<file path="config.mk">
export PLATFORM = sky130hd
export DESIGN_NAME = bist_sig_ctrl_flat
export DESIGN_NICKNAME = d
export VERILOG_FILES = /design/src/rtl/bist_sig_ctrl_if.sv /design/src/rtl/bist_sig_ctrl.sv /design/src/flat_wrapper.sv
export SDC_FILE = /design/constraint.sdc
export NUM_CORES = 1
export LEC_CHECK = 0
export CAP_MARGIN = 10
export CORE_MARGIN = 2
export CORE_UTILIZATION = 53
export DETAILED_ROUTE_END_ITERATION = 10
export HOLD_SLACK_MARGIN = 0.03
export PLACE_DENSITY = 0.91
export SLEW_MARGIN = 20
export SYNTH_ARGS = -nofsm -noshare
export SYNTH_HDL_FRONTEND = slang
export SYNTH_SLANG_ARGS = --single-unit
</file>
<file path="constraint.sdc">
create_clock -name Clk -period 3.1 [get_ports Clk]
set_input_delay 0.775 -clock Clk [delete_from_list [all_inputs] [get_ports Clk]]
set_output_delay 0.775 -clock Clk [all_outputs]
set_load 0.01 [all_outputs]
</file>
<file path="src/rtl/bist_sig_ctrl_if.sv">
//------------------------------------------------------------------------------
// bist_sig_ctrl_if : control and signature-register bundle for bist_sig_ctrl
// Rev 1.0 - initial release
//------------------------------------------------------------------------------
`default_nettype none

interface bist_sig_ctrl_if #(
  parameter int SIG_WIDTH = 4,
  parameter int CNT_WIDTH = 16
);
  logic                 start;
  logic [CNT_WIDTH-1:0] run_len;
  logic [SIG_WIDTH-1:0] golden;
  logic [SIG_WIDTH-1:0] seed;
  logic                 sig_sgo;
  logic                 sig_reset;
  logic                 sig_sge;
  logic                 sig_sgi;
  logic                 sig_sck;
  logic                 pat_en;
  logic                 busy;
  logic                 done;
  logic                 pass;
  logic [SIG_WIDTH-1:0] signature;

  modport master (
    output start, run_len, golden, seed, sig_sgo,
    input  sig_reset, sig_sge, sig_sgi, sig_sck, pat_en, busy, done, pass, signature
  );

  modport slave (
    input  start, run_len, golden, seed, sig_sgo,
    output sig_reset, sig_sge, sig_sgi, sig_sck, pat_en, busy, done, pass, signature
  );
endinterface

`default_nettype wire

</file>
<file path="src/rtl/bist_sig_ctrl.sv">
//------------------------------------------------------------------------------
// bist_sig_ctrl : MISR sequencer - clear, optional serial seed (SEED_LOAD_EN),
//                 compaction run, MSB-first unload and golden compare.
// Rev 1.0 - initial release
//------------------------------------------------------------------------------
`default_nettype none

module bist_sig_ctrl #(
  parameter int SIG_WIDTH = 4,
  parameter int CNT_WIDTH = 16
) (
  input  logic          Clk,
  input  logic          reset,
  bist_sig_ctrl_if.slave bus
);

  localparam int c_bit_w = $clog2(SIG_WIDTH) + 1;
  localparam logic [c_bit_w-1:0] c_bit_last = c_bit_w'(SIG_WIDTH - 1);

  localparam logic [2:0] c_st_idle   = 3'd0;
  localparam logic [2:0] c_st_clear  = 3'd1;
  localparam logic [2:0] c_st_seed   = 3'd2;
  localparam logic [2:0] c_st_run    = 3'd3;
  localparam logic [2:0] c_st_unload = 3'd4;
  localparam logic [2:0] c_st_done   = 3'd5;

  logic [2:0]           r_state;
  logic [CNT_WIDTH-1:0] r_cnt;
  logic [c_bit_w-1:0]   r_bit;
  logic [SIG_WIDTH-1:0] r_golden;
  logic [SIG_WIDTH-1:0] r_signature;
  logic                 r_done;
  logic                 r_pass;

`ifdef SEED_LOAD_EN
  logic [SIG_WIDTH-1:0] r_seed;
  assign bus.sig_sgi = (r_state == c_st_seed) & r_seed[SIG_WIDTH-1];
`else
  logic w_seed_unused;
  assign w_seed_unused = ^bus.seed;
  assign bus.sig_sgi   = 1'b0;
`endif

  // Register-side controls are pure decodes of the registered state
  assign bus.sig_reset = (r_state == c_st_clear);
  assign bus.sig_sge   = (r_state == c_st_run);
  assign bus.sig_sck   = (r_state == c_st_run);
  assign bus.pat_en    = (r_state == c_st_run);
  assign bus.busy      = (r_state == c_st_clear) | (r_state == c_st_seed) |
                         (r_state == c_st_run)   | (r_state == c_st_unload);
  assign bus.done      = r_done;
  assign bus.pass      = r_pass;
  assign bus.signature = r_signature;

  always_ff @(posedge Clk) begin
    if (reset) begin
      r_state     <= c_st_idle;
      r_cnt       <= '0;
      r_bit       <= '0;
      r_golden    <= '0;
      r_signature <= '0;
      r_done      <= 1'b0;
      r_pass      <= 1'b0;
`ifdef SEED_LOAD_EN
      r_seed      <= '0;
`endif
    end else begin
      case (r_state)
        c_st_idle: begin
          if (bus.start) begin
            r_cnt    <= bus.run_len;
            r_golden <= bus.golden;
            r_done   <= 1'b0;
            r_pass   <= 1'b0;
            r_state  <= c_st_clear;
`ifdef SEED_LOAD_EN
            r_seed   <= bus.seed;
`endif
          end
        end
        c_st_clear: begin
          r_bit <= c_bit_last;
`ifdef SEED_LOAD_EN
          r_state <= c_st_seed;
`else
          r_state <= (r_cnt == '0) ? c_st_unload : c_st_run;
`endif
        end
`ifdef SEED_LOAD_EN
        c_st_seed: begin
          r_seed <= r_seed << 1;
          if (r_bit == '0) begin
            r_bit   <= c_bit_last;
            r_state <= (r_cnt == '0) ? c_st_unload : c_st_run;
          end else begin
            r_bit <= r_bit - c_bit_w'(1);
          end
        end
`endif
        c_st_run: begin
          r_cnt <= r_cnt - CNT_WIDTH'(1);
          if (r_cnt == CNT_WIDTH'(1)) begin
            r_state <= c_st_unload;
          end
        end
        c_st_unload: begin
          // First bit out is the register's last stage, so it ends up as MSB
          r_signature <= {r_signature[SIG_WIDTH-2:0], bus.sig_sgo};
          if (r_bit == '0) begin
            r_state <= c_st_done;
          end else begin
            r_bit <= r_bit - c_bit_w'(1);
          end
        end
        c_st_done: begin
          r_done  <= 1'b1;
          r_pass  <= (r_signature == r_golden);
          r_state <= c_st_idle;
        end
        default: r_state <= c_st_idle;
      endcase
    end
  end

endmodule

`default_nettype wire

</file>
<file path="src/flat_wrapper.sv">
// flat-port wrapper written by rule: the top's interface ports become plain ports
module bist_sig_ctrl_flat 
#(
  parameter int SIG_WIDTH = 4,
  parameter int CNT_WIDTH = 16
)
  (Clk, reset, bus_start, bus_run_len, bus_golden, bus_seed, bus_sig_sgo, bus_sig_reset, bus_sig_sge, bus_sig_sgi, bus_sig_sck, bus_pat_en, bus_busy, bus_done, bus_pass, bus_signature);
  bist_sig_ctrl_if #(.SIG_WIDTH(SIG_WIDTH), .CNT_WIDTH(CNT_WIDTH)) bus_i ();
  input  logic Clk;
  input  logic reset;
  input wire logic [$bits(bus_i.start)-1:0] bus_start;
  input wire logic [$bits(bus_i.run_len)-1:0] bus_run_len;
  input wire logic [$bits(bus_i.golden)-1:0] bus_golden;
  input wire logic [$bits(bus_i.seed)-1:0] bus_seed;
  input wire logic [$bits(bus_i.sig_sgo)-1:0] bus_sig_sgo;
  output wire logic [$bits(bus_i.sig_reset)-1:0] bus_sig_reset;
  output wire logic [$bits(bus_i.sig_sge)-1:0] bus_sig_sge;
  output wire logic [$bits(bus_i.sig_sgi)-1:0] bus_sig_sgi;
  output wire logic [$bits(bus_i.sig_sck)-1:0] bus_sig_sck;
  output wire logic [$bits(bus_i.pat_en)-1:0] bus_pat_en;
  output wire logic [$bits(bus_i.busy)-1:0] bus_busy;
  output wire logic [$bits(bus_i.done)-1:0] bus_done;
  output wire logic [$bits(bus_i.pass)-1:0] bus_pass;
  output wire logic [$bits(bus_i.signature)-1:0] bus_signature;
  assign bus_i.start = bus_start;
  assign bus_i.run_len = bus_run_len;
  assign bus_i.golden = bus_golden;
  assign bus_i.seed = bus_seed;
  assign bus_i.sig_sgo = bus_sig_sgo;
  assign bus_sig_reset = bus_i.sig_reset;
  assign bus_sig_sge = bus_i.sig_sge;
  assign bus_sig_sgi = bus_i.sig_sgi;
  assign bus_sig_sck = bus_i.sig_sck;
  assign bus_pat_en = bus_i.pat_en;
  assign bus_busy = bus_i.busy;
  assign bus_done = bus_i.done;
  assign bus_pass = bus_i.pass;
  assign bus_signature = bus_i.signature;
  bist_sig_ctrl #(.SIG_WIDTH(SIG_WIDTH), .CNT_WIDTH(CNT_WIDTH)) u_core (.Clk(Clk), .reset(reset), .bus(bus_i));
endmodule
</file>
==> out/summary.md, run 1 <==
## Outcome
* run status: finished clean

## Drt
* Pre-Repair DR Iteration Count: 4
* routed wire length: 3.54 mm
* routed length per instance: 13.0 µm
* Iteration-0 DRC Markers: 96
* via-per-instance ratio: 5.67
* DR DRC count: 0
* vias after detailed routing: 1543
* residual antenna-violating net count after detailed routing: 0

## STA
* final period utilization: 0.857
* RSZ-0062 raised after global routing: no
* Setup violations, final: 0
* Worst slew margin: 0.575
* Final Max Slew Viols: 0
* transition at the pin with the smallest max-transition slack: 0.638 ns
* Hold Vio Cnt, Final: 0
* Setup Skew: 0.00275 ns
* fmax: 0.377 GHz
* sum of negative setup slack: 0 ns
* minimum period implied by the final worst setup slack: 2.66 ns

## Placed design
* RePlAce Congestion: 0.867
* dpl hpwl: 2.62 mm
* quantity of I/O buffers inserted on ports: 34

## Global route
* global-route congestion overflow total: 0
* wire length of the first global-routing pass: 5.87 mm
* initial antenna violation count: 0
* number of global-route vias before repair: 1368
* Global Route Usage Sum: 0.214
* pin count of the biggest net entering global routing: 22

## Power and ir drop
* Worst VDD drop: 289 µV
* total power divided by cell area: 538 nW/µm²
* Flop pwr share: 0.455
* combinational group share of total power: 0.315
* Static Leak: 0.774 nW
* total chip power: 1.13 mW
* share of total power in the clock network: 0.230
* Sw Share: 0.331
* Net Switching: 0.375 mW
* internal power of the cells: 0.758 mW

## Floorplanning
* area inside the core boundary: 3050 µm²
* Cell Rows: 20
* die width: 60.7 µm
* overall die height: 60.7 µm
* boundary pin count: 40
* Die Footprint: 3680 µm²
* Initial Util: 0.557

## Yosys
* cells after synthesis: 198
* number of synthesized register bits: 32
* Synthesized Nets: 231
* ys flop type: sky130_fd_sc_hd__dfxtp_1
* sequential-to-total area share from yosys stat: 0.376
* number of synthesis warnings: 0
* Yosys top cell area share: 0.376
* async set-or-reset flop fraction in the synthesized netlist: 0
* synthesized area divided by synthesized cell count: 8.59 µm²
* netlist area before placement: 1700 µm²
* area leader, netlist: sky130_fd_sc_hd__dfxtp_1
* cell types with the largest area share after synthesis: sky130_fd_sc_hd__dfxtp_1 38%, sky130_fd_sc_hd__a21oi_1 6.5%, sky130_fd_sc_hd__nand2_1 4.2%
* synth unique cells: 51
* number of flops mapped to enable cells by yosys: 0

## Clocking
* Gates resized, CTS repair: 0
* clock tree root buffer cell: sky130_fd_sc_hd__clkbuf_4
* total CTS buffers: 5
* clk sink count: 32
* number of setup buffers added after CTS: 0
* clock tree from TritonCTS: done
* level count of the clock H-tree: 2
* number of buffers added to fix hold violations after cts: 0
* clock tree buffer depth: 2
* worst skew pair latency: 0.32 ns
* clock-pin slew of the registers on the worst-case setup and hold paths: 0.09 ns

## Setup path
* crit path max fanout: 12
* critical path arrival: 1.88 ns
* depth of the most critical reg-to-reg path: 5
* start-to-end type of the worst setup path: flop to output pin
* worst endpoint required time: 2.32 ns
* setup slack of the most critical reg-to-reg path: 1.18 ns
* source of the worst register-to-register timing path: u_core.r_state[2]
* kind of end point of the critical path: output pin
* launching element type of the critical path: flop
* capturing point of the worst reg2reg path: u_core.r_cnt[14]

## Layout
* number of fill cells: 252
* synthesis-to-layout area growth: 23.7%
* final antenna diode count: 0
* fraction of the core area covered by cells at the end of the flow: 0.689
* Final #Nets: 261
* fraction of final layout cells sized beyond drive strength 1: 0.101

## Worst hold path
* worst min-delay path endpoint: u_core.bus.pass
* cell count of the worst hold path: 2
* hold_sp: u_core.bus.pass
* worst hold path type: flop to flop

## Job
* number of maximum-capacitance constraint violations: 0

[critical path: stages (launching register included)]
cell	delay, ns
sky130_fd_sc_hd__dfxtp_1	0.52
sky130_fd_sc_hd__nand3b_2	0.23
sky130_fd_sc_hd__inv_2	0.23
sky130_fd_sc_hd__clkdlybuf4s50_1	0.57
[stage by stage]
step                hold slack (ns)  area (µm²)  cells  setup WS, ns
global route                  0.493        2100    272         0.315
CTS                           0.476        2100    272         0.431
floorplan                     0.443        1700    198          1.31
detailed placement            0.462        2040    265         0.448
finish                        0.474        2100    272         0.444
global placement              0.441        2040    265         0.471
[power by group through the flow]
stage	Clock (mW)	Combinational (mW)	Sequential (mW)
2_1_floorplan	0	0.281	0.504
3_3_place_gp	0	0.350	0.522
3_5_place_dp	0	0.358	0.524
4_1_cts	0.267	0.360	0.515
5_1_grt	0.281	0.401	0.523
6_report	0.260	0.357	0.516
[layer usage]
metal | share of wire | wire length [µm] | up-vias | global-route usage
li1 | - | - | 789 | -
met1 | 0.46 | 1630 | 705 | 0.265
met2 | 0.47 | 1650 | 39 | 0.352
met3 | 0.050 | 177 | 10 | 0.0597
met4 | 0.024 | 84 | 0 | 0.0870
met5 | 0 | 0 | - | 0
[layout by cell type (no fill, tap or decap), types with 2 or more instances in the layout]
| cell type | instances |
|---|---|
| sky130_fd_sc_hd__nor4_1 | 5 |
| sky130_fd_sc_hd__nand4_1 | 2 |
| sky130_fd_sc_hd__nand2_1 | 19 |
| sky130_fd_sc_hd__a21oi_1 | 22 |
| sky130_fd_sc_hd__clkbuf_8 | 2 |
| sky130_fd_sc_hd__nor3_1 | 6 |
| sky130_fd_sc_hd__nand3_1 | 13 |
| sky130_fd_sc_hd__inv_1 | 6 |
| sky130_fd_sc_hd__a2bb2oi_1 | 3 |
| sky130_fd_sc_hd__nand4b_1 | 2 |
| sky130_fd_sc_hd__a211oi_1 | 3 |
| sky130_fd_sc_hd__mux2i_1 | 3 |
| sky130_fd_sc_hd__o211ai_1 | 3 |
| sky130_fd_sc_hd__o311ai_0 | 3 |
| sky130_fd_sc_hd__a22oi_1 | 3 |
| sky130_fd_sc_hd__xnor2_1 | 3 |
| sky130_fd_sc_hd__nor4b_2 | 2 |
| sky130_fd_sc_hd__nor2_1 | 15 |
| sky130_fd_sc_hd__o21ai_0 | 2 |
| sky130_fd_sc_hd__clkbuf_4 | 5 |
| sky130_fd_sc_hd__or4_1 | 2 |
| sky130_fd_sc_hd__xor2_1 | 2 |
| sky130_fd_sc_hd__dfxtp_1 | 32 |
| sky130_fd_sc_hd__o311a_1 | 3 |
| sky130_fd_sc_hd__a221oi_1 | 2 |
| sky130_fd_sc_hd__buf_4 | 3 |
| sky130_fd_sc_hd__ha_1 | 5 |
| sky130_fd_sc_hd__clkdlybuf4s50_1 | 34 |
[sequential cells by signal, indices dropped and copies added (netlist names)]
signal / count
u_core.r_bit: 3
u_core.r_state: 3
u_core.bus.done: 1
u_core.r_golden: 4
u_core.bus.pass: 1
u_core.r_cnt: 16
u_core.bus.signature: 4
[area by class of cell]
type | instances | area (µm²) | area share
Tap cell | 44 | 55.1 | 0.0262
Timing Repair Buffer | 37 | 363 | 0.172
Inverter | 7 | 26.3 | 0.0125
Clock buffer | 7 | 65.1 | 0.0309
Sequential cell | 32 | 641 | 0.304
Multi-Input combinational cell | 145 | 955 | 0.454
[kinds of logic (layout without fill, tap and decap cells)]
kind of cell | count (synthesis) | after routing | share of synthesized area
and+or+nand+nor | 80 | 80 | 0.268
AOI/OAI and AO/OA | 49 | 49 | 0.195
DFF | 32 | 32 | 0.376
buffers and inverters | 21 | 51 | 0.0625
adders and majority gates | 5 | 5 | 0.0368
xor gates and xnor gates | 5 | 5 | 0.0257
muxes | 5 | 5 | 0.0331
other | 1 | 1 | 0.00220
[worst max-delay path by stage]
stage	from	to	cells past startpoint
finish	u_core.r_state[1]	bus_pat_en	3
detailed placement	bus_start	u_core.r_cnt[14]	5
global placement	bus_start	u_core.r_cnt[15]	5
floorplan	bus_start	u_core.r_cnt[11]	5
global route	u_core.r_state[1]	bus_sig_sck	3
CTS	u_core.r_state[1]	bus_pat_en	3
[cell usage after synthesis, drive strengths merged, types with 2 or more instances]
cell type and number:
a211oi 3, a21oi 22, a221oi 2, a22oi 3
a2bb2oi 3, and2 2, and3 2, buf 11
clkbuf 3, dfxtp 32, ha 5, inv 7
mux2 2, mux2i 3, nand2 19, nand3 13
nand3b 2, nand4 2, nand4b 2, nor2 16
nor3 7, nor4 6, nor4b 2, o211ai 3
o21ai 2, o311a 3, o311ai 3, or4 2
xnor2 3, xor2 2
Power figures use the tool's default switching activity.
==> run 2, diff against run 1 <==
- CORE_MARGIN: 2 -> not set
- CORE_UTILIZATION: 53 -> 49
- PLACE_DENSITY: 0.91 -> 0.86
- clock period: 3.1 -> 2.67 ns (I/O delays scaled with it)
==> run 2 against run 1 <==
Net effect:
- sequential cell count unchanged
- global-route usage up 1.6 points
- clock skew up 0.012 ns
- die area up 0.89%
- via count up 2.6%
- combinational power up 21%
- worst setup slack worse by 0.26 ns
- largest cell class unchanged
- largest power group unchanged
- highest routed layer unchanged
==> out/summary.md, run 2 (synthesis results as in run 1) <==
## Layout
* flip-flop count of the largest register after layout: 16
* synthesis-to-layout area growth: 27.1%
* top library cells by usage in the layout, fill and taps aside: 34 x sky130_fd_sc_hd__clkdlybuf4s50_1, 32 x sky130_fd_sc_hd__dfxtp_1, 22 x sky130_fd_sc_hd__a21oi_1, 19 x sky130_fd_sc_hd__nand2_1, 14 x sky130_fd_sc_hd__nor2_1
* Most flops, register: u_core.r_cnt
* final antenna diode count: 0
* Final #Nets: 264
* Final Instance Count excl. Fillers: 278
* fraction of final layout cells sized beyond drive strength 1: 0.121
* most frequent standard cell in the layout excluding fill and tap cells: sky130_fd_sc_hd__clkdlybuf4s50_1

## Clocking
* clock tree buffer depth: 2
* total CTS buffers: 5
* clock tree from TritonCTS: done
* clock-pin slew of the registers on the worst-case setup and hold paths: 0.10 ns
* number of setup buffers added after CTS: 0
* worst skew pair latency: 0.34 ns
* clock tree root buffer cell: sky130_fd_sc_hd__clkbuf_4
* level count of the clock H-tree: 2
* clk sink count: 32

## Setup path
* kind of end point of the critical path: output pin
* setup slack of the most critical reg-to-reg path: 0.90 ns
* crit-path leading delay family: buffers and inverters
* launching element type of the critical path: flop
* worst endpoint required time: 2.00 ns
* highest-delay cell along the critical path: sky130_fd_sc_hd__clkdlybuf4s50_1
* depth of the most critical reg-to-reg path: 6
* capturing point of the worst reg2reg path: u_core.r_cnt[12]
* critical path's largest stage delay: 0.58 ns
* timing endpoint of the critical path: bus_sig_reset
* cell chain of the critical path: nand2b_1 -> nor2_1 -> clkdlybuf4s50_1
* critical path arrival: 1.82 ns
* depth of the critical timing path with buffers and inverters included: 3
* crit path max fanout: 8
* start-to-end type of the worst setup path: flop to output pin
* count of buffer and inverter cells on the critical path: 1
* Critical Path Start: u_core.r_state[0]
* source of the worst register-to-register timing path: u_core.r_cnt[1]

## Power and ir drop
* Flop pwr share: 0.416
* internal power of the cells: 0.987 mW
* share of total power in the clock network: 0.285
* combinational group share of total power: 0.299
* total power divided by cell area: 668 nW/µm²
* Static Leak: 0.802 nW
* Net Switching: 0.458 mW
* Sw Share: 0.317
* Worst VDD drop: 339 µV

## Job
* number of maximum-capacitance constraint violations: 0

## STA
* transition at the pin with the smallest max-transition slack: 0.611 ns
* fmax: 0.403 GHz
* sum of negative setup slack: 0 ns
* Final Max Slew Viols: 0
* final period utilization: 0.930
* RSZ-0062 raised after global routing: no
* minimum period implied by the final worst setup slack: 2.48 ns
* Hold Vio Cnt, Final: 0
* Worst slew margin: 0.589
* Setup violations, final: 0
* Setup Skew: 0.0144 ns

## Worst hold path
* worst hold path type: flop to flop

## Floorplanning
* overall die height: 60.9 µm
* boundary pin count: 40
* area inside the core boundary: 3340 µm²
* die width: 60.9 µm
* Die Footprint: 3710 µm²
* Initial Util: 0.510
* Cell Rows: 21

## Global route
* Global Route Usage Sum: 0.230
* pin count of the biggest net entering global routing: 22
* initial antenna violation count: 0
* number of global-route vias before repair: 1396
* wire length of the first global-routing pass: 6.13 mm
* global-route congestion overflow total: 0

## Drt
* vias after detailed routing: 1583
* routed wire length: 3.86 mm
* Iteration-0 DRC Markers: 105
* routed length per instance: 13.9 µm
* Pre-Repair DR Iteration Count: 4
* via-per-instance ratio: 5.69
* DR DRC count: 0
* residual antenna-violating net count after detailed routing: 0

## Outcome
* run status: finished clean

## Placed design
* quantity of I/O buffers inserted on ports: 34
* RePlAce Congestion: 0.900
* dpl hpwl: 2.72 mm
* placed cells: 270

[run 2: power by group through the flow]
stage,clock [mW],combinational (mW),sequential (mW)
after floorplan,0,0.326,0.585
after global placement,0,0.413,0.607
after detailed placement,0,0.425,0.608
after CTS,0.423,0.429,0.599
after global routing,0.446,0.478,0.611
final,0.412,0.432,0.601
[run 2: layer usage]
layer / part of all wire / vias to the layer above / wire length, µm / track usage
li1: - / 803 / - / -
met5: 0 / - / 0 / 0
met4: 0.0088 / 0 / 34 / 0.0682
met1: 0.44 / 722 / 1710 / 0.284
met2: 0.49 / 53 / 1880 / 0.388
met3: 0.061 / 5 / 235 / 0.0704
[run 2: how the worst min path moves through the flow]
stage | from | to | slack, ns | cells past startpoint
after detailed placement | u_core.r_bit[0] | u_core.r_bit[0] | 0.46 | 1
after floorplan | u_core.r_bit[0] | u_core.r_bit[0] | 0.44 | 1
after CTS | u_core.bus.done | u_core.bus.done | 0.47 | 2
after global placement | u_core.bus.done | u_core.bus.done | 0.45 | 2
after global routing | u_core.r_golden[0] | u_core.r_golden[0] | 0.50 | 2
final | u_core.bus.done | u_core.bus.done | 0.47 | 2
[run 2: worst min-delay path, cell delays in order, from the launching register on]
cell and delay (ns):
sky130_fd_sc_hd__dfxtp_1 0.32, sky130_fd_sc_hd__nand2_1 0.05, sky130_fd_sc_hd__a21oi_1 0.05
[run 2: metrics by stage]
step | hold slack [ns] | setup slack [ns] | instance area [µm²] | utilization | power (mW)
after detailed placement | 0.458 | 0.362 | 2060 | 0.619 | 1.03
after global placement | 0.446 | 0.408 | 2060 | 0.619 | 1.02
final | 0.468 | 0.187 | 2160 | 0.648 | 1.44
after floorplan | 0.443 | 0.986 | 1700 | - | 0.911
after CTS | 0.472 | 0.125 | 2160 | 0.647 | 1.45
after global routing | 0.499 | 0.0392 | 2160 | 0.648 | 1.54
[run 2: final cells by class]
class	count	area [µm²]
fillers	321	1170
multi-input cells	145	957
flip-flops and latches	32	641
repair buffers	40	385
clock buffers	7	65.1
well taps	46	57.6
clock inverters	1	30.0
inverters	7	26.3
[run 2: what timing repair did]
item	4_1_cts	5_1_grt
hold buffers	0	0
gates resized for setup	0	1
endpoints found under the setup margin	0	1
